**config.mk**
```make
export PLATFORM = sky130hd
export DESIGN_NAME = sym_fir_pair_sequencer
export DESIGN_NICKNAME = d
export VERILOG_FILES = /design/src/rtl/sym_fir_pair_sequencer.sv
export SDC_FILE = /design/constraint.sdc
export NUM_CORES = 1
export LEC_CHECK = 0
export ABC_AREA = 0
export CORE_ASPECT_RATIO = 0.75
export CORE_MARGIN = 1
export CORE_UTILIZATION = 50
export DETAILED_ROUTE_END_ITERATION = 6
export PLACE_DENSITY = 0.68
export SYNTH_ARGS = -nofsm -noshare
export SYNTH_HDL_FRONTEND = slang
export SYNTH_SLANG_ARGS = --single-unit
export TNS_END_PERCENT = 1
```
**constraint.sdc**
```tcl
create_clock -name iClk_12M -period 10 [get_ports iClk_12M]
set_input_delay 1.5 -clock iClk_12M [delete_from_list [all_inputs] [get_ports iClk_12M]]
set_output_delay 1.5 -clock iClk_12M [all_outputs]
set_load 0.02 [all_outputs]
```
**src/rtl/sym_fir_pair_sequencer.sv**
```systemverilog
// Symmetric FIR delay line with tap-pair pre-adders.
// Enabled pair sums are streamed one per clock to a shared MAC.
//
// state  | meaning
// S_IDLE | no scan pending, beats idle
// S_SCAN | emitting enabled pair sums, one per cycle
module sym_fir_pair_sequencer #(
  parameter int NTAP = 33,
  parameter int DW   = 3,
  parameter int SW   = 16,
  parameter logic [((NTAP+1)/2)-1:0] PAIR_MASK = 17'h1_DB6D
) (
  input  logic                                iClk_12M,
  input  logic                                iRst,
  input  logic                                iEnSample,
  input  logic                                iEnDelay,
  input  logic [DW-1:0]                       iFirIn,
  input  logic                                iFlush,
  output logic [SW-1:0]                       oPairSum,
  output logic [$clog2((NTAP+1)/2)-1:0]       oPairIdx,
  output logic                                oPairVld,
  output logic                                oPairLast,
  output logic                                oBusy,
  output logic                                oOverrun
);
  localparam int NPAIR = (NTAP + 1) / 2;
  localparam int IW    = $clog2(NPAIR);

  if (NTAP < 3 || (NTAP % 2) == 0) begin : g_bad_ntap
    $error("NTAP must be odd and at least 3");
  end
  if (SW < DW + 1) begin : g_bad_sw
    $error("SW must be at least DW+1");
  end
  if (PAIR_MASK == '0) begin : g_bad_mask
    $error("PAIR_MASK must enable at least one pair");
  end

  function automatic int lo_bit();
    int r = 0;
    for (int i = NPAIR - 1; i >= 0; i--) if (PAIR_MASK[i]) r = i;
    return r;
  endfunction

  function automatic int hi_bit();
    int r = 0;
    for (int i = 0; i < NPAIR; i++) if (PAIR_MASK[i]) r = i;
    return r;
  endfunction

  function automatic logic [SW-1:0] ext(input logic [DW-1:0] v);
    return {{(SW-DW){v[DW-1]}}, v};
  endfunction

  localparam logic [IW-1:0] FIRST_PAIR = IW'(lo_bit());
  localparam logic [IW-1:0] LAST_PAIR  = IW'(hi_bit());

  typedef enum logic {S_IDLE, S_SCAN} state_t;

  state_t          state, state_nxt;
  logic [DW-1:0]   taps [NTAP];
  logic [SW-1:0]   pair_sum [NPAIR];
  logic [SW-1:0]   cur_sum, sum_nxt;
  logic [IW-1:0]   ptr, ptr_nxt, next_ptr, idx_nxt;
  logic            vld_nxt, last_nxt, ovr_nxt;
  logic            shift_req;

  assign shift_req = iEnDelay && iEnSample;
  assign oBusy     = (state == S_SCAN);

  always_comb begin
    for (int p = 0; p < NPAIR - 1; p++)
      pair_sum[p] = ext(taps[p]) + ext(taps[NTAP-1-p]);
    pair_sum[NPAIR-1] = ext(taps[NPAIR-1]);
  end

  // Mux the pair under the pointer and find the next enabled pair above it.
  always_comb begin
    cur_sum  = '0;
    next_ptr = ptr;
    for (int p = 0; p < NPAIR; p++)
      if (IW'(p) == ptr) cur_sum = pair_sum[p];
    for (int i = NPAIR - 1; i >= 0; i--)
      if (PAIR_MASK[i] && (IW'(i) > ptr)) next_ptr = IW'(i);
  end

  always_comb begin
    state_nxt = state;
    ptr_nxt   = ptr;
    sum_nxt   = oPairSum;
    idx_nxt   = oPairIdx;
    vld_nxt   = 1'b0;
    last_nxt  = 1'b0;
    ovr_nxt   = oOverrun;
    if (iFlush) begin
      state_nxt = S_IDLE;
      ovr_nxt   = 1'b0;
    end else if (shift_req) begin
      // A new sample restarts the scan; any unfinished beats are dropped.
      if (state == S_SCAN) ovr_nxt = 1'b1;
      state_nxt = S_SCAN;
      ptr_nxt   = FIRST_PAIR;
    end else if (state == S_SCAN) begin
      vld_nxt  = 1'b1;
      idx_nxt  = ptr;
      sum_nxt  = cur_sum;
      last_nxt = (ptr == LAST_PAIR);
      ptr_nxt  = next_ptr;
      if (ptr == LAST_PAIR) state_nxt = S_IDLE;
    end
  end

  always_ff @(posedge iClk_12M or posedge iRst) begin
    if (iRst) begin
      state     <= S_IDLE;
      ptr       <= '0;
      oPairSum  <= '0;
      oPairIdx  <= '0;
      oPairVld  <= 1'b0;
      oPairLast <= 1'b0;
      oOverrun  <= 1'b0;
    end else begin
      state     <= state_nxt;
      ptr       <= ptr_nxt;
      oPairSum  <= sum_nxt;
      oPairIdx  <= idx_nxt;
      oPairVld  <= vld_nxt;
      oPairLast <= last_nxt;
      oOverrun  <= ovr_nxt;
    end
  end

  always_ff @(posedge iClk_12M or posedge iRst) begin
    if (iRst) begin
      for (int k = 0; k < NTAP; k++) taps[k] <= '0;
    end else if (iFlush) begin
      for (int k = 0; k < NTAP; k++) taps[k] <= '0;
    end else if (shift_req) begin
      taps[0] <= iFirIn;
      for (int k = 1; k < NTAP; k++) taps[k] <= taps[k-1];
    end
  end

endmodule

```
# Word level (Yosys, flattened, before mapping)
# Index checks and enable logic that the tools add are counted.
[totals]
out_inout_bits = 25
elab_cells = 142
register_bits = 129
inputBits = 8
[classes]
eq_ne = 17
muxes = 46
n_reduce_logical = 9
order_cmp = 12
add_sub_neg = 16
bitwise = 2
[op_table]
columns = ["op", "count"]
rows = [
  ["two-way mux 16 bit", 17],
  ["two-way mux 99 bit", 2],
  ["two-way mux 5 bit", 14],
  ["adder 3 x 3 -> 4 bit", 16],
  ["equality test 4 x 5 -> 1 bit, first input constant", 8],
  ["greater-than comparator 4 x 5 -> 1 bit, first input constant", 6],
  ["equality test 3 x 5 -> 1 bit, first input constant", 4],
  ["two-way mux 1 bit", 13],
  ["nonzero test 13 bit", 1],
  ["equality test 2 x 5 -> 1 bit, first input constant", 2],
  ["greater-than comparator 2 x 5 -> 1 bit, first input constant", 2],
  ["greater-than comparator 3 x 5 -> 1 bit, first input constant", 2],
  ["AND reduction 3 bit", 2],
  ["nonzero test 2 bit", 3],
  ["equality test 1 x 5 -> 1 bit, first input constant", 1],
  ["equality test 5 bit, first input constant", 1],
  ["equality test 5 bit, second input constant", 1],
  ["greater-than comparator 1 x 5 -> 1 bit, first input constant", 1],
  ["greater-than comparator 5 bit, first input constant", 1],
  ["zero test 5 bit", 1],
  ["NOT 1 bit", 2],
  ["AND reduction 2 bit", 1],
  ["logical AND 1 bit", 1],
]

# Depth between registers and ports, before layout
[depth]
word_depth = 18
depth_mapped = 9
ltp_nobuf = 9

# Worst setup path after synthesis
# OpenSTA, ideal clock, no wires.
[synth_path]
path_type = "input to register"
startpoint = "input iFlush"
endpoint = "register oPairSum[14]"
setup_ns = 0.128
required_ns = 9.872
arrival_ns = 2.383
cell_stages = 7
path_buffers = 1
path_slack_ns = 7.489
cell_sequence = "nand2b_1 -> nand2b_1 -> clkbuf_2 -> a21oi_2 -> o21ai_0 -> a2bb2oi_1 -> o31ai_2"
[synth_between]
elab_chain_len = 2
[synth_rtl]
columns = ["element", "line_no", "rtl"]
rows = [
  ["start, declared", "18", "input logic iFlush,"],
  ["NOT 1 bit (no source line)", "-", ""],
  ["AND reduction 3 bit (no source line)", "-", ""],
  ["end signal, assigned", "125", "oPairSum <= sum_nxt;"],
  ["end, declared", "19", "output logic [SW-1:0] oPairSum,"],
]
# No other way between the ends.
# A chain may end at the register's enable or synchronous reset.

# Worst setup path in the final report
[layout_path]
startpoint = "input iEnSample"
endpoint = "register oPairSum[0]"
[layout_between]
elab_chain_len = 3
[layout_rtl]
columns = ["element", "line_no", "rtl"]
rows = [
  ["start, declared", "15", "input logic iEnSample,"],
  ["logical AND 1 bit", "68", "assign shift_req = iEnDelay && iEnSample;"],
  ["NOT 1 bit (no source line)", "-", ""],
  ["AND reduction 3 bit (no source line)", "-", ""],
]
# No other way between the ends.

==> impl_metrics.env <==
export IMPL_outcome="completed"
export IMPL_wl_per_cell_um=16.3
export IMPL_core_area_um2=13900
export IMPL_ir_drop_mv=0.121
export IMPL_worstHoldStart="ptr[1]"
export IMPL_cp_cell_sequence="clkdlybuf4s50_1 > nand2_4 > nand2b_1 > inv_1 > nand3_1 > o221ai_1 > a21oi_1"
export IMPL_postCtsSetupRepairBufs=0
export IMPL_p_leak_nw=3.33
export IMPL_antenna_found_initial=0
export IMPL_synth_area_um2=7240
export IMPL_syn_avg_cell_area_um2=8.57
export IMPL_drive_gt1_share_pct=6.35
export IMPL_holdBufCountCts=0
export IMPL_reg2reg_from="ptr[2]"
export IMPL_cp_required_ns=10.29
export IMPL_cp_slowest_cell="nand2_4"
export IMPL_synth_seq_area_share_pct=40.4
export IMPL_clk_latency_ns=0.41
export IMPL_io_buffers=32
export IMPL_wl_um=17100
export IMPL_cts_buffers=17
export IMPL_worstRegToRegCells=6
export IMPL_synth_enable_flop_cells=0
export IMPL_post_route_min_period_ns=3.79
export IMPL_dieWidth_um=141
export IMPL_r2r_end="oPairSum[1]"
export IMPL_ys_warn_count=0
export IMPL_synthDistinctLibCells=67
export IMPL_fill_cells=1232
export IMPL_whs_ns=0.478
export IMPL_areaGrowthSynthToFinish_pct=11.6
export IMPL_slew_violations=0
export IMPL_start_util_pct=52.0
export IMPL_rows=37
export IMPL_utilization_pct=58.0
export IMPL_ant_nets=0
export IMPL_track_usage_pct=24.3
export IMPL_drt_initial_drc_count=463
export IMPL_cts_sinks=117
export IMPL_die_area_um2=15000
export IMPL_fin_ws_ns=6.21
export IMPL_dieHeight_um=106
export IMPL_cts_resized=0
export IMPL_cts_buffer_depth=2
export IMPL_finalSetupTns_ns=0
export IMPL_path_clk_slew_ns=0.05
export IMPL_layout_worst_path_cycle_share_pct=37.9
export IMPL_seq_area_um2=2930
export IMPL_cp_end_kind="flip-flop"
export IMPL_crit_fanout=102
export IMPL_worst_pin_slew_ns=1.12
export IMPL_max_stage_delay_ns=0.77
export IMPL_grt_max_degree=105
export IMPL_arrival_ns=4.08
export IMPL_first_pass_iters=5
export IMPL_grt_pass1_wl_um=28600
export IMPL_drc_errors=0
export IMPL_ys_async_sr_fraction_pct=100
export IMPL_synth_nets=917
export IMPL_powerDensity_nw_per_um2=187
export IMPL_rsz0062_at_grt="no"
export IMPL_pin_count=33
export IMPL_ff2ff_setup_slack_ns=7.60
export IMPL_synth_seq_cells=117
export IMPL_place_congestion=0.813
export IMPL_min_path_cells=2
export IMPL_fmax_mhz=264
export IMPL_cap_viol_max_count=0
export IMPL_vias=5859
export IMPL_finClkSkew_ns=0.00898
export IMPL_grt_ovfl_total=0
export IMPL_hold_viol_final=0
export IMPL_diodes=0
export IMPL_cts_root_buf="clkbuf_16"
export IMPL_netlist_instances=845
export IMPL_hold_end="oPairIdx[1]"
export IMPL_slew_headroom_pct=25.4
export IMPL_ys_flop_type="dfrtp_1"
export IMPL_setup_viol=0
export IMPL_via_per_inst=5.61
export IMPL_hpwl_um=11100
export IMPL_pre_cts_ws_ns=5.81
export IMPL_multi_input_area_um2=3770
export IMPL_crit_type="input port to flip-flop"
export IMPL_grt_pass1_vias=5609
export IMPL_min_path_type="flip-flop to flip-flop"
export IMPL_fin_nets=910
export IMPL_cts_tree="built"
export IMPL_critical_path_startpoint_type="input port"
export IMPL_cts_htree_levels=4
metrics by stage:
step | std cells | power, mW | area [µm²]
2_1_floorplan | 845 | 0.826 | 7240
3_5_place_dp | 1014 | 0.915 | 7510
4_1_cts | 1045 | 1.51 | 8080
3_3_place_gp | 1014 | 0.912 | 7510
6_report | 1045 | 1.51 | 8080
5_1_grt | 1045 | 1.58 | 8080
synthesized netlist by cell type (6+ instances only):
| master | number | area [µm²] |
|---|---|---|
| nand2_1 | 227 | 852 |
| a21oi_1 | 121 | 606 |
| dfrtp_1 | 117 | 2930 |
| inv_1 | 58 | 218 |
| ha_1 | 48 | 601 |
| clkbuf_1 | 31 | 116 |
| nor2_1 | 23 | 86.3 |
| a211oi_1 | 16 | 120 |
| fa_1 | 16 | 320 |
| buf_4 | 15 | 113 |
| o21ai_0 | 15 | 75.1 |
| nand3_1 | 13 | 65.1 |
| mux2i_1 | 10 | 100 |
| nor2b_1 | 10 | 62.6 |
| xor2_1 | 10 | 87.6 |
| nand2b_1 | 9 | 56.3 |
| buf_2 | 8 | 40.0 |
| a2111oi_0 | 7 | 61.3 |
| xnor2_1 | 7 | 61.3 |
| nor3_1 | 6 | 30.0 |
cells by family (layout without fill, tap and decap cells):
| logic type | Yosys count | count (layout) | share of synthesized area [%] |
|---|---|---|---|
| XOR/XNOR | 17 | 17 | 2.06 |
| AND/OR/NAND/NOR | 314 | 314 | 18.8 |
| adder cells (fa/ha/maj) | 64 | 64 | 12.7 |
| multiplexers | 11 | 11 | 1.54 |
| AO/OA/AOI/OAI | 201 | 201 | 16.8 |
| buffers and inverters | 121 | 126 | 7.63 |
| flip-flops | 117 | 117 | 40.4 |
per-layer routing:
| metal | vias to the layer above | share of wire [%] | track usage [%] | wire length, µm |
|---|---|---|---|---|
| li1 | 2825 | - | - | - |
| met1 | 2818 | 51 | 36.8 | 8770 |
| met2 | 194 | 42 | 34.3 | 7160 |
| met3 | 22 | 5.4 | 5.23 | 930 |
| met4 | 0 | 1.3 | 7.45 | 224 |
| met5 | - | 0 | 0 | 0 |
worst max-delay path by stage:
stage	startpoint	end	cells after the start
3_3_place_gp	iEnDelay	oPairSum[0]	7
4_1_cts	iEnSample	oPairSum[0]	7
3_5_place_dp	iEnSample	oPairSum[0]	7
2_1_floorplan	iRst	oBusy	1
5_1_grt	iEnSample	oPairSum[0]	7
6_report	iEnSample	oPairSum[0]	7
state kept, by name, indices dropped and copies added (netlist names):
| register | count |
|---|---|
| oPairSum | 4 |
| pair_sum | 3 |
| ptr | 5 |
| taps | 96 |
| oPairLast | 1 |
| oPairVld | 1 |
| oOverrun | 1 |
| oPairIdx | 5 |
| oBusy | 1 |
critical path, delay by kind of cell:
family / cells / cell delay (ns)
and+or+nand+nor: 3 / 1.48
AOI/OAI and AO/OA: 2 / 0.25
buffers and inverters: 2 / 0.80
layout make-up:
type,count,area share (%)
Sequential cell,117,36.2
Clock buffer,22,5.74
Clock inverter,9,1.29
Inverter,60,2.82
Tap cell,195,3.02
Multi-Input combinational cell,607,46.7
Timing Repair Buffer,35,4.21
placed cells by master (no fill, tap or decap), types with 3 or more instances in the layout:
cell type / count
nand2_1: 226
a21oi_1: 121
dfrtp_1: 117
inv_1: 57
ha_1: 48
clkdlybuf4s50_1: 31
nor2_1: 23
clkbuf_16: 17
a211oi_1: 16
fa_1: 16
o21ai_0: 15
nand3_1: 13
xor2_1: 10
mux2i_1: 10
nor2b_1: 10
nand2b_1: 9
a2111oi_0: 7
xnor2_1: 7
nor3_1: 6
and3_1: 4
nor2_2: 4
a31oi_1: 4
clkinv_2: 4
buf_4: 4
o32ai_1: 3
or3_1: 3
clkbuf_1: 3
where the power goes:
group | leakage, nW | switching [mW] | internal (mW)
clock | 0.276 | 0.218 | 0.377
combinational | 1.43 | 0.227 | 0.142
sequential | 1.62 | 0.0503 | 0.495
total | 3.33 | 0.495 | 1.01
Power figures use the tool's default switching activity.
